$ cat src/rtl/id_issue_if.sv
// Bus bundle for the decode/issue stage: fetch side, register file reads,
// forwarding network and the ID/EX register outputs.
interface id_issue_if #(
  parameter int DATA_W = 32,
  parameter int REG_AW = 5,
  parameter int FWD_N  = 2,
  parameter int CNT_W  = 16
);
  logic                     flush;
  logic                     if_valid;
  logic                     if_ready;
  logic [31:0]              if_pc;
  logic [31:0]              if_inst;
  logic [REG_AW-1:0]        rf_raddr1, rf_raddr2;
  logic                     rf_re1, rf_re2;
  logic [DATA_W-1:0]        rf_rdata1, rf_rdata2;
  logic [FWD_N-1:0]         fwd_we;
  logic [FWD_N*REG_AW-1:0]  fwd_waddr;
  logic [FWD_N*DATA_W-1:0]  fwd_wdata;
  logic [FWD_N-1:0]         fwd_pend;
  logic                     ex_valid;
  logic                     ex_ready;
  logic [7:0]               ex_aluop;
  logic [2:0]               ex_alusel;
  logic [DATA_W-1:0]        ex_op1, ex_op2;
  logic [REG_AW-1:0]        ex_wd;
  logic                     ex_wreg;
  logic [31:0]              ex_pc;
  logic                     ex_invalid;
  logic [CNT_W-1:0]         stall_cnt;

  // The issue stage itself.
  modport slave (
    input  flush, if_valid, if_pc, if_inst, rf_rdata1, rf_rdata2,
           fwd_we, fwd_waddr, fwd_wdata, fwd_pend, ex_ready,
    output if_ready, rf_raddr1, rf_raddr2, rf_re1, rf_re2,
           ex_valid, ex_aluop, ex_alusel, ex_op1, ex_op2, ex_wd, ex_wreg,
           ex_pc, ex_invalid, stall_cnt
  );

  // The surrounding pipeline (fetch, register file, later stages).
  modport master (
    output flush, if_valid, if_pc, if_inst, rf_rdata1, rf_rdata2,
           fwd_we, fwd_waddr, fwd_wdata, fwd_pend, ex_ready,
    input  if_ready, rf_raddr1, rf_raddr2, rf_re1, rf_re2,
           ex_valid, ex_aluop, ex_alusel, ex_op1, ex_op2, ex_wd, ex_wreg,
           ex_pc, ex_invalid, stall_cnt
  );
endinterface

$ cat src/rtl/id_issue.sv
// Decode/issue stage: decodes logic/shift/move instructions, resolves operands
// through a youngest-first forwarding network, stalls on load-use hazards and
// registers the result into a valid/ready ID/EX register.
module id_issue #(
  parameter int DATA_W = 32,
  parameter int REG_AW = 5,
  parameter int FWD_N  = 2,
  parameter int CNT_W  = 16
) (
  input logic     clk,
  input logic     rst,
  id_issue_if.slave bus
);
  localparam logic [7:0] OP_NOP  = 8'h00, OP_OR   = 8'h25, OP_AND  = 8'h24,
                         OP_XOR  = 8'h26, OP_NOR  = 8'h27, OP_SLLV = 8'h04,
                         OP_SRLV = 8'h06, OP_SRAV = 8'h07, OP_SLL  = 8'h7c,
                         OP_SRL  = 8'h02, OP_SRA  = 8'h03, OP_MOVZ = 8'h0a,
                         OP_MOVN = 8'h0b, OP_MFHI = 8'h10, OP_MTHI = 8'h11,
                         OP_MFLO = 8'h12, OP_MTLO = 8'h13;
  localparam logic [2:0] RES_NOP = 3'd0, RES_LOGIC = 3'd1, RES_SHIFT = 3'd2,
                         RES_MOVE = 3'd3;

  logic [5:0]  opc, fn;
  logic [4:0]  rs, rt, rd, sa;
  logic [15:0] imm16;
  assign opc   = bus.if_inst[31:26];
  assign rs    = bus.if_inst[25:21];
  assign rt    = bus.if_inst[20:16];
  assign rd    = bus.if_inst[15:11];
  assign sa    = bus.if_inst[10:6];
  assign fn    = bus.if_inst[5:0];
  assign imm16 = bus.if_inst[15:0];

  logic [7:0]        d_aluop;
  logic [2:0]        d_alusel;
  logic              d_re1, d_re2, d_wreg, d_inval, d_movn, d_movz, fmt_ok;
  logic [REG_AW-1:0] d_wd;
  logic [DATA_W-1:0] d_imm1, d_imm2;

  // Instruction decode; undecodable words collapse to a non-writing NOP.
  always_comb begin
    d_aluop = OP_NOP; d_alusel = RES_NOP; d_re1 = 1'b0; d_re2 = 1'b0;
    d_wreg = 1'b0; d_inval = 1'b0; d_movn = 1'b0; d_movz = 1'b0;
    d_wd = REG_AW'(rd); d_imm1 = '0; d_imm2 = '0;
    // shift-by-sa forms need rs==0, every other SPECIAL form needs sa==0
    fmt_ok = (fn == 6'h00 || fn == 6'h02 || fn == 6'h03) ? (rs == 5'd0) : (sa == 5'd0);
    case (opc)
      6'h00: begin
        if (!fmt_ok) d_inval = 1'b1;
        else case (fn)
          6'h25: begin d_aluop = OP_OR;   d_alusel = RES_LOGIC; d_re1 = 1'b1; d_re2 = 1'b1; d_wreg = 1'b1; end
          6'h24: begin d_aluop = OP_AND;  d_alusel = RES_LOGIC; d_re1 = 1'b1; d_re2 = 1'b1; d_wreg = 1'b1; end
          6'h26: begin d_aluop = OP_XOR;  d_alusel = RES_LOGIC; d_re1 = 1'b1; d_re2 = 1'b1; d_wreg = 1'b1; end
          6'h27: begin d_aluop = OP_NOR;  d_alusel = RES_LOGIC; d_re1 = 1'b1; d_re2 = 1'b1; d_wreg = 1'b1; end
          6'h04: begin d_aluop = OP_SLLV; d_alusel = RES_SHIFT; d_re1 = 1'b1; d_re2 = 1'b1; d_wreg = 1'b1; end
          6'h06: begin d_aluop = OP_SRLV; d_alusel = RES_SHIFT; d_re1 = 1'b1; d_re2 = 1'b1; d_wreg = 1'b1; end
          6'h07: begin d_aluop = OP_SRAV; d_alusel = RES_SHIFT; d_re1 = 1'b1; d_re2 = 1'b1; d_wreg = 1'b1; end
          6'h00: begin d_aluop = OP_SLL;  d_alusel = RES_SHIFT; d_re2 = 1'b1; d_wreg = 1'b1; d_imm1 = DATA_W'(sa); end
          6'h02: begin d_aluop = OP_SRL;  d_alusel = RES_SHIFT; d_re2 = 1'b1; d_wreg = 1'b1; d_imm1 = DATA_W'(sa); end
          6'h03: begin d_aluop = OP_SRA;  d_alusel = RES_SHIFT; d_re2 = 1'b1; d_wreg = 1'b1; d_imm1 = DATA_W'(sa); end
          6'h0b: begin d_aluop = OP_MOVN; d_alusel = RES_MOVE;  d_re1 = 1'b1; d_re2 = 1'b1; d_movn = 1'b1; end
          6'h0a: begin d_aluop = OP_MOVZ; d_alusel = RES_MOVE;  d_re1 = 1'b1; d_re2 = 1'b1; d_movz = 1'b1; end
          6'h10: begin d_aluop = OP_MFHI; d_alusel = RES_MOVE;  d_wreg = 1'b1; end
          6'h12: begin d_aluop = OP_MFLO; d_alusel = RES_MOVE;  d_wreg = 1'b1; end
          6'h11: begin d_aluop = OP_MTHI; d_re1 = 1'b1; end
          6'h13: begin d_aluop = OP_MTLO; d_re1 = 1'b1; end
          6'h0f: ;  // SYNC: plain NOP
          default: d_inval = 1'b1;
        endcase
      end
      6'h0d: begin d_aluop = OP_OR;  d_alusel = RES_LOGIC; d_re1 = 1'b1; d_wreg = 1'b1; d_wd = REG_AW'(rt); d_imm2 = DATA_W'(imm16); end
      6'h0c: begin d_aluop = OP_AND; d_alusel = RES_LOGIC; d_re1 = 1'b1; d_wreg = 1'b1; d_wd = REG_AW'(rt); d_imm2 = DATA_W'(imm16); end
      6'h0e: begin d_aluop = OP_XOR; d_alusel = RES_LOGIC; d_re1 = 1'b1; d_wreg = 1'b1; d_wd = REG_AW'(rt); d_imm2 = DATA_W'(imm16); end
      6'h0f: begin d_aluop = OP_OR;  d_alusel = RES_LOGIC; d_re1 = 1'b1; d_wreg = 1'b1; d_wd = REG_AW'(rt); d_imm2 = DATA_W'({imm16, 16'h0}); end
      6'h33: d_wd = REG_AW'(rt);  // PREF: plain NOP
      default: d_inval = 1'b1;
    endcase
    if (d_inval) begin
      d_aluop = OP_NOP; d_alusel = RES_NOP; d_re1 = 1'b0; d_re2 = 1'b0; d_wreg = 1'b0;
      d_movn = 1'b0; d_movz = 1'b0; d_wd = '0; d_imm1 = '0; d_imm2 = '0;
    end
  end

  // {pending, data} for one read port; lower index overrides, so scan from the oldest.
  function automatic logic [DATA_W:0] resolve(
    input logic [REG_AW-1:0]       a,
    input logic [DATA_W-1:0]       rdata,
    input logic [FWD_N-1:0]        we,
    input logic [FWD_N*REG_AW-1:0] wa,
    input logic [FWD_N*DATA_W-1:0] wd,
    input logic [FWD_N-1:0]        pend
  );
    logic [DATA_W:0] r;
    r = {1'b0, rdata};
    for (int i = FWD_N - 1; i >= 0; i--)
      if (we[i] && wa[i*REG_AW +: REG_AW] == a) r = {pend[i], wd[i*DATA_W +: DATA_W]};
    if (a == '0) r = '0;
    return r;
  endfunction

  logic [DATA_W:0]   res1, res2;
  logic [DATA_W-1:0] op1, op2;
  logic              wreg, hazard, accept;

  assign bus.rf_raddr1 = REG_AW'(rs);
  assign bus.rf_raddr2 = REG_AW'(rt);
  assign bus.rf_re1    = d_re1;
  assign bus.rf_re2    = d_re2;

  // Operand resolution, hazard detection and conditional-move write enable.
  always_comb begin
    res1   = resolve(REG_AW'(rs), bus.rf_rdata1, bus.fwd_we, bus.fwd_waddr, bus.fwd_wdata, bus.fwd_pend);
    res2   = resolve(REG_AW'(rt), bus.rf_rdata2, bus.fwd_we, bus.fwd_waddr, bus.fwd_wdata, bus.fwd_pend);
    hazard = (d_re1 && res1[DATA_W]) || (d_re2 && res2[DATA_W]);
    op1    = d_re1 ? res1[DATA_W-1:0] : d_imm1;
    op2    = d_re2 ? res2[DATA_W-1:0] : d_imm2;
    wreg   = d_movn ? (op2 != '0) : d_movz ? (op2 == '0) : d_wreg;
  end

  assign bus.if_ready = !rst && !bus.flush && !hazard && (!bus.ex_valid || bus.ex_ready);
  assign accept       = bus.if_valid && bus.if_ready;

  // ID/EX register and saturating stall counter.
  always_ff @(posedge clk) begin
    if (rst) begin
      bus.ex_valid <= 1'b0; bus.ex_aluop <= '0; bus.ex_alusel <= '0;
      bus.ex_op1 <= '0; bus.ex_op2 <= '0; bus.ex_wd <= '0; bus.ex_wreg <= 1'b0;
      bus.ex_pc <= '0; bus.ex_invalid <= 1'b0; bus.stall_cnt <= '0;
    end else begin
      if (bus.flush) bus.ex_valid <= 1'b0;
      else if (accept) begin
        bus.ex_valid <= 1'b1; bus.ex_aluop <= d_aluop; bus.ex_alusel <= d_alusel;
        bus.ex_op1 <= op1; bus.ex_op2 <= op2; bus.ex_wd <= d_wd; bus.ex_wreg <= wreg;
        bus.ex_pc <= bus.if_pc; bus.ex_invalid <= d_inval;
      end else if (bus.ex_ready) bus.ex_valid <= 1'b0;
      if (bus.if_valid && hazard && !bus.flush && bus.stall_cnt != '1)
        bus.stall_cnt <= bus.stall_cnt + 1'b1;
    end
  end
endmodule

$ cat src/flat_wrapper.sv
// flat-port wrapper written by rule: the top's interface ports become plain ports
module id_issue_flat 
#(
  parameter int DATA_W = 32,
  parameter int REG_AW = 5,
  parameter int FWD_N  = 2,
  parameter int CNT_W  = 16
)
  (clk, rst, bus_flush, bus_if_valid, bus_if_pc, bus_if_inst, bus_rf_rdata1, bus_rf_rdata2, bus_fwd_we, bus_fwd_waddr, bus_fwd_wdata, bus_fwd_pend, bus_ex_ready, bus_if_ready, bus_rf_raddr1, bus_rf_raddr2, bus_rf_re1, bus_rf_re2, bus_ex_valid, bus_ex_aluop, bus_ex_alusel, bus_ex_op1, bus_ex_op2, bus_ex_wd, bus_ex_wreg, bus_ex_pc, bus_ex_invalid, bus_stall_cnt);
  id_issue_if #(.DATA_W(DATA_W), .REG_AW(REG_AW), .FWD_N(FWD_N), .CNT_W(CNT_W)) bus_i ();
  input logic clk;
  input logic rst;
  input wire logic [$bits(bus_i.flush)-1:0] bus_flush;
  input wire logic [$bits(bus_i.if_valid)-1:0] bus_if_valid;
  input wire logic [$bits(bus_i.if_pc)-1:0] bus_if_pc;
  input wire logic [$bits(bus_i.if_inst)-1:0] bus_if_inst;
  input wire logic [$bits(bus_i.rf_rdata1)-1:0] bus_rf_rdata1;
  input wire logic [$bits(bus_i.rf_rdata2)-1:0] bus_rf_rdata2;
  input wire logic [$bits(bus_i.fwd_we)-1:0] bus_fwd_we;
  input wire logic [$bits(bus_i.fwd_waddr)-1:0] bus_fwd_waddr;
  input wire logic [$bits(bus_i.fwd_wdata)-1:0] bus_fwd_wdata;
  input wire logic [$bits(bus_i.fwd_pend)-1:0] bus_fwd_pend;
  input wire logic [$bits(bus_i.ex_ready)-1:0] bus_ex_ready;
  output wire logic [$bits(bus_i.if_ready)-1:0] bus_if_ready;
  output wire logic [$bits(bus_i.rf_raddr1)-1:0] bus_rf_raddr1;
  output wire logic [$bits(bus_i.rf_raddr2)-1:0] bus_rf_raddr2;
  output wire logic [$bits(bus_i.rf_re1)-1:0] bus_rf_re1;
  output wire logic [$bits(bus_i.rf_re2)-1:0] bus_rf_re2;
  output wire logic [$bits(bus_i.ex_valid)-1:0] bus_ex_valid;
  output wire logic [$bits(bus_i.ex_aluop)-1:0] bus_ex_aluop;
  output wire logic [$bits(bus_i.ex_alusel)-1:0] bus_ex_alusel;
  output wire logic [$bits(bus_i.ex_op1)-1:0] bus_ex_op1;
  output wire logic [$bits(bus_i.ex_op2)-1:0] bus_ex_op2;
  output wire logic [$bits(bus_i.ex_wd)-1:0] bus_ex_wd;
  output wire logic [$bits(bus_i.ex_wreg)-1:0] bus_ex_wreg;
  output wire logic [$bits(bus_i.ex_pc)-1:0] bus_ex_pc;
  output wire logic [$bits(bus_i.ex_invalid)-1:0] bus_ex_invalid;
  output wire logic [$bits(bus_i.stall_cnt)-1:0] bus_stall_cnt;
  assign bus_i.flush = bus_flush;
  assign bus_i.if_valid = bus_if_valid;
  assign bus_i.if_pc = bus_if_pc;
  assign bus_i.if_inst = bus_if_inst;
  assign bus_i.rf_rdata1 = bus_rf_rdata1;
  assign bus_i.rf_rdata2 = bus_rf_rdata2;
  assign bus_i.fwd_we = bus_fwd_we;
  assign bus_i.fwd_waddr = bus_fwd_waddr;
  assign bus_i.fwd_wdata = bus_fwd_wdata;
  assign bus_i.fwd_pend = bus_fwd_pend;
  assign bus_i.ex_ready = bus_ex_ready;
  assign bus_if_ready = bus_i.if_ready;
  assign bus_rf_raddr1 = bus_i.rf_raddr1;
  assign bus_rf_raddr2 = bus_i.rf_raddr2;
  assign bus_rf_re1 = bus_i.rf_re1;
  assign bus_rf_re2 = bus_i.rf_re2;
  assign bus_ex_valid = bus_i.ex_valid;
  assign bus_ex_aluop = bus_i.ex_aluop;
  assign bus_ex_alusel = bus_i.ex_alusel;
  assign bus_ex_op1 = bus_i.ex_op1;
  assign bus_ex_op2 = bus_i.ex_op2;
  assign bus_ex_wd = bus_i.ex_wd;
  assign bus_ex_wreg = bus_i.ex_wreg;
  assign bus_ex_pc = bus_i.ex_pc;
  assign bus_ex_invalid = bus_i.ex_invalid;
  assign bus_stall_cnt = bus_i.stall_cnt;
  id_issue #(.DATA_W(DATA_W), .REG_AW(REG_AW), .FWD_N(FWD_N), .CNT_W(CNT_W)) u_core (.clk(clk), .rst(rst), .bus(bus_i));
endmodule
$ cat config.mk
export PLATFORM = sky130hd
export DESIGN_NAME = id_issue_flat
export DESIGN_NICKNAME = d
export VERILOG_FILES = /design/src/rtl/id_issue_if.sv /design/src/rtl/id_issue.sv /design/src/flat_wrapper.sv
export SDC_FILE = /design/constraint.sdc
export NUM_CORES = 1
export LEC_CHECK = 0
export BUFFER_PORTS_ARGS = -buffer_cell sky130_fd_sc_hd__buf_2
export CORE_ASPECT_RATIO = 0.9
export CORE_UTILIZATION = 35
export DETAILED_ROUTE_END_ITERATION = 7
export HOLD_SLACK_MARGIN = 0.15
export PLACE_DENSITY = 0.63
export SLEW_MARGIN = 40
export SYNTH_ARGS = -nofsm -noshare
export SYNTH_HDL_FRONTEND = slang
export SYNTH_SLANG_ARGS = --single-unit
$ cat constraint.sdc
create_clock -name clk -period 3.7 [get_ports clk]
set_clock_uncertainty 0.2 [all_clocks]
set_input_delay 0.925 -clock clk [delete_from_list [all_inputs] [get_ports clk]]
set_output_delay 0.925 -clock clk [all_outputs]
set_load 0.02 [all_outputs]
==> results.sh <==
export IMPL_dr_pass1_iters=5
export IMPL_leakage_uw=0.00475
export IMPL_viasPerCell=5.53
export IMPL_yosys_warnings=0
export IMPL_drive_gt1_share_pct=39.8
export IMPL_maxCapViolCount=0
export IMPL_syn_area_per_cell_sq_um=7.76
export IMPL_grt_pass1_vias=8411
export IMPL_cts_inserted_buffers=17
export IMPL_start_kind="input port"
export IMPL_final_max_slew_viol_count=0
export IMPL_htree_num_levels=4
export IMPL_cts_sinks=129
export IMPL_hold_path_class="flop to flop"
export IMPL_ys_ff_latch=129
export IMPL_ys_types=70
export IMPL_critPathCaptureType="output port"
export IMPL_timing_final_crit_share_pct=105
export IMPL_synth_area_sq_mm=0.00765
export IMPL_wire_per_inst_microns=19.9
export IMPL_grt_usage_pct=28.8
export IMPL_hold_viol=0
export IMPL_area_growth_pct=42.6
export IMPL_ir_worst_vdd_mv=0.229
export IMPL_tightest_slew_ns=0.818
export IMPL_ctsHoldBuffers=0
export IMPL_core_area_sq_mm=0.0211
export IMPL_run_status="finished with violations"
export IMPL_setup_tns_ns=-0.209
export IMPL_gp_congestion=0.964
export IMPL_layout_nets=1573
export IMPL_instances_no_fill=1664
export IMPL_yosysMostFrequentCell="nand2_1"
export IMPL_cts_root_buffer="clkbuf_16"
export IMPL_synthCells=986
export IMPL_max_slew_margin_rel_pct=45.4
export IMPL_cp_data_arrival_time_ns=2.77
export IMPL_p_per_area_mw_per_mm2=354
export IMPL_die_h_microns=142
export IMPL_drc=0
export IMPL_fin_ws_ns=-0.193
export IMPL_dieWidth_microns=158
export IMPL_netlist_top_cells_area="dfxtp_1, nand2_1, nor2_1, a21oi_1, mux2i_1"
export IMPL_gr_total_overflow=0
export IMPL_pin_count=355
export IMPL_violations="negative setup slack"
export IMPL_seq_area_sq_mm=0.00258
export IMPL_multiInputGateArea_sq_mm=0.00466
export IMPL_synth_commonest_cells="nand2_1, dfxtp_1, nor2_1"
export IMPL_antenna_left=0
export IMPL_fill_cells=2122
export IMPL_cts_tree="done"
export IMPL_fp_row_count=50
export IMPL_fin_crit_ns=3.89
export IMPL_yosys_area_top_type="dfxtp_1"
export IMPL_start_util_pct=36.2
export IMPL_worst_setup_path_type="input port to output port"
export IMPL_path_max_fanout=2
export IMPL_grt_max_degree=65
export IMPL_grt_pass1_wl_microns=48300
export IMPL_hpwl_microns=25700
export IMPL_antenna_found_initial=7
export IMPL_path_clk_slew_ns=0.06
export IMPL_place_inst=1619
export IMPL_async_flop_share_pct=0
export IMPL_io_buffers=352
export IMPL_rsz0062_at_grt="yes"
export IMPL_num_vias=9210
export IMPL_die_area_sq_mm=0.0225
export IMPL_synth_top_area_share_pct=33.7
export IMPL_setup_viol=2
export IMPL_synth_edf_count=0
export IMPL_fmax_mhz=257
export IMPL_clockBufferDepth=2
export IMPL_ys_seq_area_share_pct=33.7
export IMPL_worstPathRequired_ns=2.57
export IMPL_clkLatencyLatePin_ns=0.42
export IMPL_drtIter0Drc=714
export IMPL_ys_flop_type="dfxtp_1"
export IMPL_drt_wl_total_microns=33100
==> critical path, stage by stage <==
cell,delay (ns)
buf_6,0.09
or4_4,0.56
nor4_4,0.23
nor2_1,0.06
or4b_4,0.52
o22ai_4,0.16
nor2_2,0.07
buf_6,0.14
==> registers in the layout, summed over array words and instances, names as in the netlist <==
register and cells:
u_core.bus.ex_wd 5, u_core.bus.ex_aluop 7, u_core.bus.stall_cnt 16, u_core.bus.ex_pc 32
u_core.bus.ex_wreg 1, u_core.bus.ex_invalid 1, u_core.bus.ex_valid 1, u_core.bus.ex_op2 32
u_core.bus.ex_alusel 2, u_core.bus.ex_op1 32
==> cells by family (layout without fill, tap and decap cells) <==
group	count (synthesis)	in the layout	share of synthesized area (%)
xor+xnor	33	33	3.78
simple gates	444	444	27.1
mux	44	44	5.87
flops	129	129	33.7
other cells	1	6	0.0490
buf+inv	102	489	6.72
compound gates	232	232	22.6
fa+ha+maj	1	1	0.163
==> where the power goes <==
| part | internal (uW) | switching [uW] |
|---|---|---|
| sequential | 1420 | 15.8 |
| clock | 1080 | 718 |
| combinational | 252 | 381 |
==> path summary, 6_finish.rpt <==
kind                                   startpoint                              endpoint  slack (ns)  depth (start not counted)
min             u_core.bus.ex_pc[10]$_SDFFE_PP0P_     u_core.bus.ex_pc[10]$_SDFFE_PP0P_        0.25                          2
max                                bus_if_inst[3]                          bus_if_ready       -0.19                          8
max reg2reg  u_core.bus.stall_cnt[7]$_SDFFE_PP0P_  u_core.bus.stall_cnt[7]$_SDFFE_PP0P_        1.16                          8
min reg2reg     u_core.bus.ex_pc[10]$_SDFFE_PP0P_     u_core.bus.ex_pc[10]$_SDFFE_PP0P_        0.25                          2
==> area by class of cell <==
cell class	count	area share (%)
multi-input combinational	756	42.7
timing repair buffer	450	24.5
sequential	129	23.7
clock buffer	19	3.97
tap	286	3.28
clock inverter	13	1.62
inverter	7	0.241
antenna	4	0.0917
==> per-layer routing <==
layer	part of all wire, %	vias up	global-route usage [%]
li1	-	4311	-
met1	40	4343	34.0
met2	46	461	46.8
met3	9.2	89	8.34
met4	4.4	6	16.1
met5	0.11	-	0
==> per-stage QoR <==
stage          worst slack (ns)  hold slack [ns]  instance area [sq um]  util [%]  power [uW]
4_1_cts                  -0.210            0.253                  10800      51.0        3880
5_1_grt                  -0.248            0.267                  10900      51.6        4000
6_report                 -0.193            0.252                  10900      51.6        3860
3_5_place_dp             -0.243            0.244                  10100      47.9        2080
3_3_place_gp             -0.260            0.239                  10100      47.8        2080
2_1_floorplan            -0.104            0.328                   7660         -        1770
==> timing repair <==
item	CTS	global route
cloned	0	0
resized for setup	7	10
buffers inserted	3	6
pin swaps	5	4
setup endpoints to repair	2	5
==> placed cells by master, fill, tap and decap left out, drive strengths merged, types with 7 or more instances in the layout <==
cell type and count:
a211oi 19, a21oi 77, a221oi 20, a22oi 8, a311oi 15, a31oi 7
and3 15, buf 450, clkbuf 19, dfxtp 129, inv 12, mux2 7
mux2i 37, nand2 182, nand3 12, nand4 11, nor2 125, nor3 52
nor4 19, o2111ai 28, o21ai 16, o31ai 8, xnor2 23, xor2 10
Power figures use the tool's default switching activity.
